## src/rtl/fifo_flag_ctrl.sv

```systemverilog
// fifo_flag_ctrl: pointer, occupancy, status-flag and sticky-error control for a
// single-clock FIFO wrapped around an external dual-port RAM. Any depth >= 2 is
// supported; pointers wrap explicitly at FIFO_DEPTH-1 rather than by overflow.

`ifndef CFG_FIFO_DEPTH
`define CFG_FIFO_DEPTH 8
`endif

module fifo_flag_ctrl #(
  parameter int FIFO_DEPTH = `CFG_FIFO_DEPTH,
  parameter int ADDR_WIDTH = $clog2(FIFO_DEPTH),
  parameter int CNT_WIDTH  = $clog2(FIFO_DEPTH + 1)
) (
  input  logic                  clk,
  input  logic                  reset_n,
  input  logic                  i_flush,
  input  logic                  i_valid_s,
  input  logic                  i_ready_m,
  input  logic [CNT_WIDTH-1:0]  i_almostfull_lvl,
  input  logic [CNT_WIDTH-1:0]  i_almostempty_lvl,
  input  logic                  i_err_clr,
  output logic                  o_wr_en,
  output logic [ADDR_WIDTH-1:0] o_wr_addr,
  output logic                  o_rd_en,
  output logic [ADDR_WIDTH-1:0] o_rd_addr,
  output logic                  o_ready_s,
  output logic                  o_valid_m,
  output logic                  o_full,
  output logic                  o_empty,
  output logic                  o_almostfull,
  output logic                  o_almostempty,
  output logic [CNT_WIDTH-1:0]  o_count,
  output logic                  o_overflow,
  output logic                  o_underflow
);

  localparam logic [ADDR_WIDTH-1:0] LAST_PTR  = ADDR_WIDTH'(FIFO_DEPTH - 1);
  localparam logic [CNT_WIDTH-1:0]  DEPTH_CNT = CNT_WIDTH'(FIFO_DEPTH);

  logic [ADDR_WIDTH-1:0] wr_ptr_q, wr_ptr_d;
  logic [ADDR_WIDTH-1:0] rd_ptr_q, rd_ptr_d;
  logic [CNT_WIDTH-1:0]  count_q, count_d;
  logic                  full_q, full_d;
  logic                  empty_q, empty_d;
  logic                  afull_q, afull_d;
  logic                  aempty_q, aempty_d;
  logic                  ovf_q, ovf_d;
  logic                  udf_q, udf_d;
  logic                  wr, rd;

  // Accepted transfers; gated by reset_n so no RAM strobe escapes while in reset.
  always_comb begin
    wr = reset_n & i_valid_s & ~full_q & ~i_flush;
    rd = reset_n & i_ready_m & ~empty_q & ~i_flush;
  end

  // Next pointers and occupancy; flush returns everything to the reset point.
  always_comb begin
    wr_ptr_d = wr_ptr_q;
    rd_ptr_d = rd_ptr_q;
    count_d  = count_q + CNT_WIDTH'(wr) - CNT_WIDTH'(rd);
    if (wr) wr_ptr_d = (wr_ptr_q == LAST_PTR) ? '0 : wr_ptr_q + 1'b1;
    if (rd) rd_ptr_d = (rd_ptr_q == LAST_PTR) ? '0 : rd_ptr_q + 1'b1;
    if (i_flush) begin
      wr_ptr_d = '0;
      rd_ptr_d = '0;
      count_d  = '0;
    end
  end

  // Flags are derived from next occupancy so they are registered but never stale;
  // thresholds are re-evaluated every cycle, transfer or not.
  always_comb begin
    full_d   = (count_d == DEPTH_CNT);
    empty_d  = (count_d == '0);
    afull_d  = (i_almostfull_lvl != '0) && (count_d >= i_almostfull_lvl);
    aempty_d = (count_d <= i_almostempty_lvl);
  end

  // Sticky errors: a new event in the clear cycle wins; flush cycles raise nothing
  // but leave pending errors alone.
  always_comb begin
    ovf_d = (ovf_q & ~i_err_clr) | (i_valid_s & full_q  & ~i_flush);
    udf_d = (udf_q & ~i_err_clr) | (i_ready_m & empty_q & ~i_flush);
  end

  // Pointer and occupancy registers.
  always_ff @(posedge clk or negedge reset_n) begin
    if (!reset_n) begin
      wr_ptr_q <= '0;
      rd_ptr_q <= '0;
      count_q  <= '0;
    end else begin
      wr_ptr_q <= wr_ptr_d;
      rd_ptr_q <= rd_ptr_d;
      count_q  <= count_d;
    end
  end

  // Status flag registers.
  always_ff @(posedge clk or negedge reset_n) begin
    if (!reset_n) begin
      full_q   <= 1'b0;
      empty_q  <= 1'b1;
      afull_q  <= 1'b0;
      aempty_q <= 1'b1;
    end else begin
      full_q   <= full_d;
      empty_q  <= empty_d;
      afull_q  <= afull_d;
      aempty_q <= aempty_d;
    end
  end

  // Sticky error registers.
  always_ff @(posedge clk or negedge reset_n) begin
    if (!reset_n) begin
      ovf_q <= 1'b0;
      udf_q <= 1'b0;
    end else begin
      ovf_q <= ovf_d;
      udf_q <= udf_d;
    end
  end

  // Output mapping.
  always_comb begin
    o_wr_en       = wr;
    o_rd_en       = rd;
    o_wr_addr     = wr_ptr_q;
    o_rd_addr     = rd_ptr_q;
    o_ready_s     = ~full_q;
    o_valid_m     = ~empty_q;
    o_full        = full_q;
    o_empty       = empty_q;
    o_almostfull  = afull_q;
    o_almostempty = aempty_q;
    o_count       = count_q;
    o_overflow    = ovf_q;
    o_underflow   = udf_q;
  end

endmodule

```

## config.mk

```make
export PLATFORM = sky130hd
export DESIGN_NAME = fifo_flag_ctrl
export DESIGN_NICKNAME = d
export VERILOG_FILES = /design/src/rtl/fifo_flag_ctrl.sv
export SDC_FILE = /design/constraint.sdc
export NUM_CORES = 1
export LEC_CHECK = 0
export ABC_AREA = 1
export ABC_CLOCK_PERIOD_IN_PS = 2800
export CORE_MARGIN = 1
export CORE_UTILIZATION = 45
export DETAILED_ROUTE_END_ITERATION = 10
export PLACE_DENSITY = 0.82
export SETUP_SLACK_MARGIN = 0.15
export SYNTH_ARGS = -nofsm -noshare
export SYNTH_HDL_FRONTEND = slang
export SYNTH_SLANG_ARGS = --single-unit
```

## constraint.sdc

```tcl
create_clock -name clk -period 2.8 [get_ports clk]
set_clock_uncertainty 0.05 [all_clocks]
set_input_delay 0.56 -clock clk [delete_from_list [all_inputs] [get_ports clk]]
set_output_delay 0.56 -clock clk [all_outputs]
set_load 0.02 [all_outputs]
```

### Word-level counts from Yosys, hierarchy flattened

Index checks and enable logic that the tools add are counted.

| storage, ports and cells | value |
|---|---|
| register bits after elaboration | 16 |
| bits in latches | 0 |
| RAM bits | 0 |
| ROM bits | 0 |
| input port bits | 14 |
| memories kept | 0 |

| cells by class | value |
|---|---|
| add/sub/neg operators | 4 |
| multipliers | 0 |
| divide/modulo/power cells | 0 |
| $lt $le $gt $ge | 2 |
| eq/ne operators | 3 |
| shifts and indexed selects | 0 |
| muxes and demuxes | 7 |
| bitwise logic cells | 18 |
| reductions and logical operators | 5 |

Operator list:

| kind | number |
|---|---|
| two-way mux 3 bit | 6 |
| bitwise AND 1 bit | 12 |
| adder 3 x 1 -> 3 bit, second input constant | 2 |
| equality test 3 bit, second input constant | 2 |
| adder 4 x 1 -> 4 bit | 1 |
| equality test 4 bit, second input constant | 1 |
| >= comparator 4 bit | 1 |
| less-or-equal comparator 4 bit | 1 |
| zero test 4 bit | 1 |
| two-way mux 4 bit | 1 |
| inverter 1 bit | 4 |
| nonzero test 2 bit | 2 |
| nonzero test 4 bit | 1 |
| subtractor 4 x 1 -> 4 bit | 1 |
| bitwise OR 1 bit | 2 |
| logical AND 1 bit | 1 |

### Longest topological paths before layout

| logic depth | value |
|---|---|
| depth in word-level cells | 8 |
| mapped depth | 17 |

### Worst setup path before layout

Ideal clock, no wire load.

| timing path | value |
|---|---|
| kind | register to register |
| start point | register empty_q, in the netlist o_empty |
| end point | register afull_q, in the netlist o_almostfull |
| data arrival time | 2.659 ns |
| required time | 2.637 ns |
| setup slack | -0.022 ns |
| cell stages (with the launch flop) | 17 |
| cells stage by stage | dfstp_2 > inv_1 > nand4_4 > inv_2 > ha_1 > inv_1 > ha_1 > fa_1 > inv_1 > nor2_1 > ha_1 > inv_1 > o21bai_1 > nand3_1 > nand3_1 > nand2_1 > inv_1 |

| between the ends | value |
|---|---|
| longest elaborated chain between the ends | 7 |

Ends and longest elaborated chain:

| element | RTL line | text |
|---|---|---|
| from (decl) | 44 | `logic empty_q, empty_d;` |
| from (signal assigned) | 109 | `empty_q <= empty_d;` |
| inverter 1 bit | n/a |  |
| net o_valid_m | 27 | `output logic o_valid_m,` |
| bitwise AND 1 bit (2 in series) | 54 | `rd = reset_n & i_ready_m & ~empty_q & ~i_flush;` |
| net o_rd_en | 24 | `output logic o_rd_en,` |
| subtractor 4 x 1 -> 4 bit | 61 | `count_d = count_q + CNT_WIDTH'(wr) - CNT_WIDTH'(rd);` |
| two-way mux 4 bit | 64 | `if (i_flush) begin` |
| net count_d[1] | 42 | `logic [CNT_WIDTH-1:0] count_q, count_d;` |
| >= comparator 4 bit | 76 | `afull_d = (i_almostfull_lvl != '0) && (count_d >= i_almostfull_lvl);` |
| logical AND 1 bit | 76 |  |
| net afull_d | 45 | `logic afull_q, afull_d;` |
| to (signal assigned) | 110 | `afull_q <= afull_d;` |
| to (decl) | 45 |  |

The timed path passes the listed nets, and every way through them passes these cells.
A chain may end at the register's enable or synchronous reset.

### Worst setup path after layout

| timing path | value |
|---|---|
| start point | register empty_q, in the netlist o_empty |
| end point | register afull_q, in the netlist o_almostfull |

| between the ends | value |
|---|---|
| longest elaborated chain between the ends | 7 |

Ends and longest elaborated chain:

| element | RTL line |
|---|---|
| inverter 1 bit | 54 |
| bitwise AND 1 bit (2 in series) | 54 |
| subtractor 4 x 1 -> 4 bit | 61 |
| two-way mux 4 bit | 64 |
| net count_d[1] | 42 |
| >= comparator 4 bit | 76 |
| logical AND 1 bit | 76 |
| net afull_d | 45 |

The timed path passes the listed nets, and every way through them passes these cells.

==> flow_summary.toml <==
[synth]
ys_top_cells_by_area = "dfrtp_1 34%, ha_1 19%, inv_1 9.8%, nand3_1 7.7%, nand2_1 6.9%"
yosysTopAreaCell = "dfrtp_1"
synth_top_area_share = 0.339
syn-num-nets = 151
synth_seq_area_share = 0.390
avgSynthCellArea_um2 = 8.61
yosysUniqueCellTypes = 19
syn_inst = 120
synth-seq-cells = 16
syn_area_mm2 = 0.00103
ys_warn_count = 0

[global_routing]
grt_pass1_wl_mm = 4.13
grt_max_degree = 19
met3_usage = 0.0278
track_usage = 0.227
grt_pass1_vias = 931
grt-ovfl-total = 0
met1_usage = 0.245
grt_busiest_layer = "met2"
grt_antenna_before_repair = 0
met2_usage = 0.428

[layout]
fillCellCount = 155
layout_common_cells = "29 x clkdlybuf4s50_1, 25 x inv_1, 19 x nand2_1, 16 x nand3_1"
seq_area_um2 = 403
fin_cells = 197
final_common_cell = "clkdlybuf4s50_1"
antenna_cells = 0
multi_input_area_um2 = 553
layout-drive-gt1-share = 0.194
syn_to_final_growth_pct = 52.3
nets = 202

[power]
p_int_uw = 659
p_per_area_mw_per_mm2 = 702
vdd_drop_max_mv = 0.481
p_comb_frac = 0.553
power.switching_uw = 445
power_mw = 1.10
p_seq_frac = 0.303
power.share.clock = 0.144
p_leak_nw = 0.839
swShare = 0.403

[drt]
drc_errors = 0
drt_first_pass_iters = 6
drt_iter0_drc = 18
drtAntennaViolNets = 0
routed_wl_mm = 2.49
wire_per_inst_um = 12.6
via_per_inst = 4.92
via_count = 970

[placed_design]
gp_congestion = 0.796
port_buffers = 33
dp.cells = 192
dp_hpwl_mm = 1.97

[timing]
period_share = 0.931
hold_violations = 0
tns_ns = 0
slew_headroom = 0.833
period_needed_ns = 2.61
fmax_mhz = 384
drv_slew = 0
setup_viol = 0
rsz0062_at_grt = "true"
whs_ns = 0.475
tightest_slew_ns = 0.250

[status]
outcome = "complete, no violations"

[die]
die_area_mm2 = 0.00249
ios = 34
die_h_um = 49.9
die-width_um = 49.9
start_util = 0.501
core_area_mm2 = 0.00206
num_rows = 16

[cts]
cts_sinks = 16
cts_buffers = 3
cts_tree = "built"
clkLatencyLatePin_ns = 0.30
cts-root-buf = "clkbuf_4"
hold_buffers = 0
path_clk_slew_ns = 0.10
cts_max_path_buffers = 2
htreeDepth = 1

[job]
cap_violations = 0

[setup_path]
cp-start-kind = "register"
endpoint_kind = "register"
rr_startpoint = "o_empty"
crit_path_start = "o_empty"
arrival_ns = 2.76
crit_required_ns = 2.95
critPathMaxFanout = 3
criticalPathCategory = "reg -> reg"

[worst_hold_path]
worstHoldStart = "o_rd_addr[0]"
hold_path.class = "reg -> reg"
power by group through the flow:
stage	clock [mW]	sequential [mW]	combinational, mW
floorplan	0	0.411	0.255
global placement	0	0.339	0.560
detailed placement	0	0.343	0.588
CTS	0.163	0.335	0.606
global route	0.170	0.342	0.674
finish	0.159	0.334	0.611
Yosys cell counts:
cell,count
nand4_4,1
nand3_1,16
o21ai_0,4
nor2_2,1
o21bai_1,1
nand4_1,2
a21oi_2,1
o31ai_1,1
o31ai_2,1
fa_1,1
buf_6,1
dfstp_2,2
nand2_1,19
inv_2,2
nor2_1,6
dfrtp_1,14
ha_1,16
inv_1,27
a21oi_1,4
stage by stage:
step           setup WS [ns]   util  area, um2
6_report               0.193  0.763       1570
5_1_grt               0.0817  0.763       1570
4_1_cts                0.155  0.751       1550
3_5_place_dp          -0.351  0.732       1510
3_3_place_gp          -0.295  0.732       1510
2_1_floorplan          0.146      -       1060
flip-flops by register name, indices dropped and copies added (netlist names):
register / count
o_overflow: 1
o_full: 1
o_underflow: 1
o_almostfull: 1
o_wr_addr: 3
o_count: 4
o_almostempty: 1
o_empty: 1
o_rd_addr: 3
routing by layer:
metal	up-vias	part of all wire	wire [um]
met2	28	0.55	1380
met3	5	0.028	70
li1	485	-	-
met1	452	0.40	986
met5	-	0	0
met4	0	0.020	50
layout make-up:
type                            instances  area share
Multi-Input combinational cell         74       0.351
Timing Repair Buffer                   47       0.276
Sequential cell                        16       0.256
Inverter                               29      0.0723
Clock buffer                            4      0.0231
Tap cell                               27      0.0215
worst paths after layout:
check / depth (start not counted) / slack (ns) / to
max: 16 / 0.19 / o_almostfull
min: 1 / 0.47 / o_rd_addr[0]
max reg2reg: 16 / 0.19 / o_almostfull
min reg2reg: 1 / 0.47 / o_rd_addr[0]
max in group asynchronous: 3 / 1.96 / o_almostempty
min in group asynchronous: 3 / 0.49 / o_underflow
timing repair:
action,4_1_cts,5_1_grt
resized for setup,4,4
setup buffers,1,0
pin swaps,2,0
setup endpoints to repair,4,3
critical path: stages (launching register included):
cell      delay [ns]
dfstp_2         0.57
inv_4           0.05
nand4_4         0.09
inv_4           0.04
ha_4            0.25
inv_1           0.05
ha_2            0.18
fa_1            0.50
inv_2           0.06
nor2_4          0.13
ha_4            0.22
inv_1           0.05
o21bai_1        0.05
nand3_1         0.06
nand3_1         0.06
nand2_1         0.06
inv_1           0.03
logic make-up after synthesis:
group,after synthesis,share of synthesized area
buf+inv,30,0.116
fa+ha+maj,17,0.213
compound gates,12,0.0739
simple gates,45,0.207
flops,16,0.390
No activity file was read; power rests on OpenSTA's default activity.
==> patch 1, RTL diff (same settings) <==
Reset style: synchronous (`reset_n`), changed in 3 clocked blocks.
--- a/src/rtl/fifo_flag_ctrl.sv
+++ b/src/rtl/fifo_flag_ctrl.sv
@@ -87,3 +87,3 @@
   // Pointer and occupancy registers.
-  always_ff @(posedge clk or negedge reset_n) begin
+  always_ff @(posedge clk) begin
     if (!reset_n) begin
@@ -100,3 +100,3 @@
   // Status flag registers.
-  always_ff @(posedge clk or negedge reset_n) begin
+  always_ff @(posedge clk) begin
     if (!reset_n) begin
@@ -115,3 +115,3 @@
   // Sticky error registers.
-  always_ff @(posedge clk or negedge reset_n) begin
+  always_ff @(posedge clk) begin
     if (!reset_n) begin
Formal check against the unedited RTL: differs if reset_n is asserted again (counterexample within 4 cycles, from zero or initial values and one cycle with reset_n low); with reset_n held inactive, the same outputs for 10 cycles.
==> patch 1 against the unedited design <==
First-iteration DRC count decreased by 17%; area after synthesis down 4.7%; worst setup slack got worse by 0.046 ns; fmax down 1.7%; routed wire length grew 6.0%; final area grew 5.0%; sequential cell count did not move.
Power is not compared: it rests on default switching activity, and its combinational part moved more than twofold at a synthesized area within 25%.
==> patch 1: results (changes against the unedited design) <==
\begin{tabular}{lr}
\hline
Metric & Value \\
\hline
\multicolumn{2}{l}{\textbf{Routing}} \\
\quad Mean number of vias per cell & 4.904 (-0.40\%) \\
\quad First-pass detailed-route iteration total & 4 (-2) \\
\quad Starting DRC count in detailed routing & 15 (-3) \\
\quad Final routed wire length divided by cell count & 12.61 microns (about the same) \\
\multicolumn{2}{l}{\textbf{Logic synthesis}} \\
\quad Share of the yosys chip area belonging to registers & 32.53\% (-6.5 points) \\
\quad Number of distinct library cells after synthesis & 24 (+5) \\
\quad Top cell types by occurrence after synthesis & sky130\_fd\_sc\_hd\_\_inv\_1, sky130\_fd\_sc\_hd\_\_dfxtp\_1, sky130\_fd\_sc\_hd\_\_ha\_1, sky130\_fd\_sc\_hd\_\_nand2\_1, sky130\_fd\_sc\_hd\_\_nor2\_1 \\
\quad Syn nets & 155 (+2.6\%) \\
\quad Dominant cells by area after synthesis & sky130\_fd\_sc\_hd\_\_dfxtp\_1, sky130\_fd\_sc\_hd\_\_ha\_1, sky130\_fd\_sc\_hd\_\_inv\_1, sky130\_fd\_sc\_hd\_\_nand2\_1, sky130\_fd\_sc\_hd\_\_nor2\_1 \\
\multicolumn{2}{l}{\textbf{Clock network}} \\
\quad Source-to-sink clock delay at the later pin of the worst-skew pair & 0.28 ns (-0.02 ns) \\
\multicolumn{2}{l}{\textbf{Placed design}} \\
\quad DP HPWL & 1.995 mm (+1.2\%) \\
\quad Worst-case setup slack after placement & -0.7059 ns (-0.3547 ns) \\
\quad Final GP Congestion & 0.7522 (-5.5\%) \\
\multicolumn{2}{l}{\textbf{Critical path}} \\
\quad Maximum fanout along the worst path & 2 (-1) \\
\quad Reg-to-reg critical path endpoint & o\_almostfull\$\_SDFF\_PN0\_ \\
\quad CP max stage cell & sky130\_fd\_sc\_hd\_\_fa\_2 \\
\quad Largest stage delay on the critical path & 0.55 ns (-0.02 ns) \\
\quad Reg-to-reg startpoint & o\_empty\$\_SDFF\_PN1\_ \\
\multicolumn{2}{l}{\textbf{Global route}} \\
\quad Global-route wire length before repair & 4.457 mm (+8.0\%) \\
\quad Pin count of the biggest net entering global routing & 9 (-10) \\
\quad Global-route usage over all layers & 24.60\% (+1.9 points) \\
\multicolumn{2}{l}{\textbf{Finish}} \\
\quad Flip-flop count of the largest register, all copies and words added & 4 (unchanged) \\
\quad Fillers & 114 (-26\%) \\
\quad Share of layout cells above drive strength 1 & 27.47\% (+8.1 points) \\
\quad Nets & 215 (+6.4\%) \\
\multicolumn{2}{l}{\textbf{Status}} \\
\quad Outcome & complete, no violations \\
\hline
\end{tabular}
[patch 1: cell types whose count changed after synthesis, moves of 2 or more]
cell                      change
sky130_fd_sc_hd__nand3_1      -7
sky130_fd_sc_hd__nor2_1       +7
sky130_fd_sc_hd__o21ai_1      +4
sky130_fd_sc_hd__dfrtp_1     -14
sky130_fd_sc_hd__dfxtp_1     +16
sky130_fd_sc_hd__inv_1        -3
sky130_fd_sc_hd__nand2_1      -4
sky130_fd_sc_hd__dfstp_2      -2
[patch 1: timing repair]
item / CTS / global route
endpoints found under the hold margin: 0 / 0
setup endpoints to repair: 6 / 4
resized for setup: 19 / 3
pin swaps: 10 / 4
buffers inserted: 7 / 1
[patch 1: worst reg2reg max path: cells and delay by family (launching register included)]
family,cells,cell delay (ns)
AND/OR/NAND/NOR,5,0.42
buffers and inverters,6,0.32
AO/OA/AOI/OAI,1,0.07
flip-flops,1,0.36
adder cells (fa/ha/maj),4,1.17
[patch 1: area by class of cell]
type	count	area (sq um)	area share [%]
clock buffers	3	22.52	1.363
flip-flops and latches	16	320.3	19.38
multi-input cells	81	648.1	39.21
well taps	27	33.78	2.044
inverters	27	131.4	7.949
repair buffers	55	496.7	30.05
[patch 1: worst min-delay path by stage]
stage,slack (ns),start,to
final,0.45,o_underflow$_SDFF_PN0_,o_underflow$_SDFF_PN0_
after global routing,0.48,o_underflow$_SDFF_PN0_,o_underflow$_SDFF_PN0_
after CTS,0.44,o_underflow$_SDFF_PN0_,o_underflow$_SDFF_PN0_
after detailed placement,0.42,o_underflow$_SDFF_PN0_,o_underflow$_SDFF_PN0_
after global placement,0.41,o_underflow$_SDFF_PN0_,o_underflow$_SDFF_PN0_
after floorplan,0.49,o_overflow$_SDFF_PN0_,o_overflow$_SDFF_PN0_
[patch 1: kinds of logic (layout without fill, tap and decap cells)]
logic type / count (synthesis) / in the layout / share of synthesized area (%)
buffers and inverters: 27 / 85 / 10.80
and+or+nand+nor: 47 / 47 / 24.01
DFF: 16 / 16 / 32.53
AOI/OAI and AO/OA: 17 / 17 / 10.29
adders and majority gates: 17 / 17 / 22.36
[patch 1: per-layer routing]
metal,share of wire [%],up-vias,global-route usage (%)
li1,-,519,-
met1,39,470,26.50
met2,56,30,47.92
met3,2.9,6,2.492
met4,1.9,0,10.29
met5,0,-,0
[patch 1: metrics by stage]
stage	setup TNS (ns)	cells	utilization [%]	cell area, sq um
after floorplan	0	124	-	1049
after global placement	-1.704	198	75.81	1518
after detailed placement	-1.955	198	75.81	1518
after CTS	0	208	81.63	1634
after global routing	0	209	82.56	1653
final	0	209	82.56	1653
[patch 1: power by group]
| group | total [uW] | switching [uW] | internal, uW |
|---|---|---|---|
| logic | 119 | 57.9 | 61.1 |
| registers | 236 | 3.30 | 233 |
| clock network | 120 | 70.4 | 49.8 |
==> patch 2, RTL diff (config.mk and constraints unchanged) <==
Without the edit above. Change the macro `CFG_FIFO_DEPTH` from 8 to 4.
--- a/src/rtl/fifo_flag_ctrl.sv
+++ b/src/rtl/fifo_flag_ctrl.sv
@@ -5,3 +5,3 @@
 `ifndef CFG_FIFO_DEPTH
-`define CFG_FIFO_DEPTH 8
+`define CFG_FIFO_DEPTH 4
 `endif
Ports: changed (5 resized); port bits go from 34 to 29. The function was not compared with the original's and may differ.
==> patch 2 against the unedited design <==
The flow now finishes with violations (design-rule violations); power is 40% lower; critical path depth fell by 2; first-iteration DRC count shrank 72%; sequential share of layout area fell by 0.13 points; area after synthesis shrank 25%; final area shrank 18%; worst setup slack got worse by 0.029 ns; sequential cell count is 3 lower; sequential power fell by 28%; routed wire length shrank 20%; clock power decreased by 25%; largest cell class unchanged.
==> patch 2: results (changes against the unedited design) <==
\begin{tabular}{lr}
\hline
Metric & Value \\
\hline
\multicolumn{2}{l}{\textbf{Status}} \\
\quad Outcome & finished with violations \\
\quad Failing checks & design-rule violations \\
\multicolumn{2}{l}{\textbf{Finish}} \\
\quad Share of layout cells above drive strength 1 & 30.88\% (+11 points) \\
\quad Total area of multi-input combinational cells & 445.4 sq um (-19\%) \\
\quad Share of final layout cell area taken by non-clock buffers & 29.83\% (+2.3 points) \\
\quad Number of multi-input combinational cells in the layout & 56 (-24\%) \\
\quad Nets & 160 (-21\%) \\
\quad Fillers & 93 (-40\%) \\
\quad Seq area share & 25.46\% (-0.13 points) \\
\multicolumn{2}{l}{\textbf{Logic synthesis}} \\
\quad Cell count after synthesis & 90 (-25\%) \\
\quad Share of the yosys chip area belonging to registers & 42.05\% (+3.1 points) \\
\quad Top cell types by occurrence after synthesis & sky130\_fd\_sc\_hd\_\_inv\_1, sky130\_fd\_sc\_hd\_\_nand2\_1, sky130\_fd\_sc\_hd\_\_dfrtp\_1, sky130\_fd\_sc\_hd\_\_nand3\_1, sky130\_fd\_sc\_hd\_\_ha\_1 \\
\quad Dominant cells by area after synthesis & sky130\_fd\_sc\_hd\_\_dfrtp\_1, sky130\_fd\_sc\_hd\_\_ha\_1, sky130\_fd\_sc\_hd\_\_inv\_1, sky130\_fd\_sc\_hd\_\_nand2\_1, sky130\_fd\_sc\_hd\_\_nand3\_1 \\
\quad Adder and majority gate portion of the synthesized area & 18.62\% (-2.7 points) \\
\multicolumn{2}{l}{\textbf{Routing}} \\
\quad Final routed wire length divided by cell count & 13.13 microns (+4.0\%) \\
\quad First-pass detailed-route iteration total & 7 (+1) \\
\quad Post-detailed-route DRC marker count & 4 (+4) \\
\quad Total length of routed met3 wires & 71 microns (+1.4\%) \\
\quad Met2 WL & 1.149 mm (-17\%) \\
\quad Starting DRC count in detailed routing & 5 (-13) \\
\multicolumn{2}{l}{\textbf{Placed design}} \\
\quad Port buffer count & 28 (-15\%) \\
\quad Placed cells & 144 (-25\%) \\
\quad DP HPWL & 1.436 mm (-27\%) \\
\multicolumn{2}{l}{\textbf{Min path}} \\
\quad Class of the tightest hold or removal check & in2async \\
\multicolumn{2}{l}{\textbf{Critical path}} \\
\quad CP max stage cell & sky130\_fd\_sc\_hd\_\_clkdlybuf4s50\_1 \\
\multicolumn{2}{l}{\textbf{Global route}} \\
\quad Global-route usage over all layers & 21.86\% (-0.88 points) \\
\quad GRT met2 Usage & 40.60\% (-2.2 points) \\
\multicolumn{2}{l}{\textbf{Clock network}} \\
\quad Source-to-sink clock delay at the later pin of the worst-skew pair & 0.28 ns (-0.02 ns) \\
\quad CTS clock-pin slew for the worst setup and hold paths & 0.08 ns (-0.02 ns) \\
\multicolumn{2}{l}{\textbf{STA}} \\
\quad Transition at the pin with the smallest max-transition slack & 0.2355 ns (-0.01404 ns) \\
\hline
\end{tabular}
==> patch 2: changes by cell type after synthesis, sizes merged, moves of 2 or more <==
cell   unedited run  this run
dfrtp            14        11
nand4             3         1
a21oi             5         2
nand3            16        12
ha               16        10
o31ai             2         0
inv              29        21
nand2            19        16
==> patch 2: worst paths after layout <==
path                       cells past startpoint                   from                      to  slack (ns)
max                                           14              i_valid_s  o_almostfull$_DFF_PN0_        0.16
min                                            3                reset_n        o_full$_DFF_PN0_        0.45
max reg2reg                                   16      o_empty$_DFF_PN1_  o_almostfull$_DFF_PN0_        0.20
min reg2reg                                    2  o_underflow$_DFF_PN0_   o_underflow$_DFF_PN0_        0.48
max in group asynchronous                      3                reset_n       o_empty$_DFF_PN1_        2.01
min in group clk                               2  o_underflow$_DFF_PN0_   o_underflow$_DFF_PN0_        0.48
==> patch 2: power breakdown <==
group | switching, uW | total [uW] | internal [uW]
clock network | 63.3 | 119 | 55.4
logic | 160 | 310 | 150
registers | 19.2 | 239 | 220
total | 242 | 668 | 425
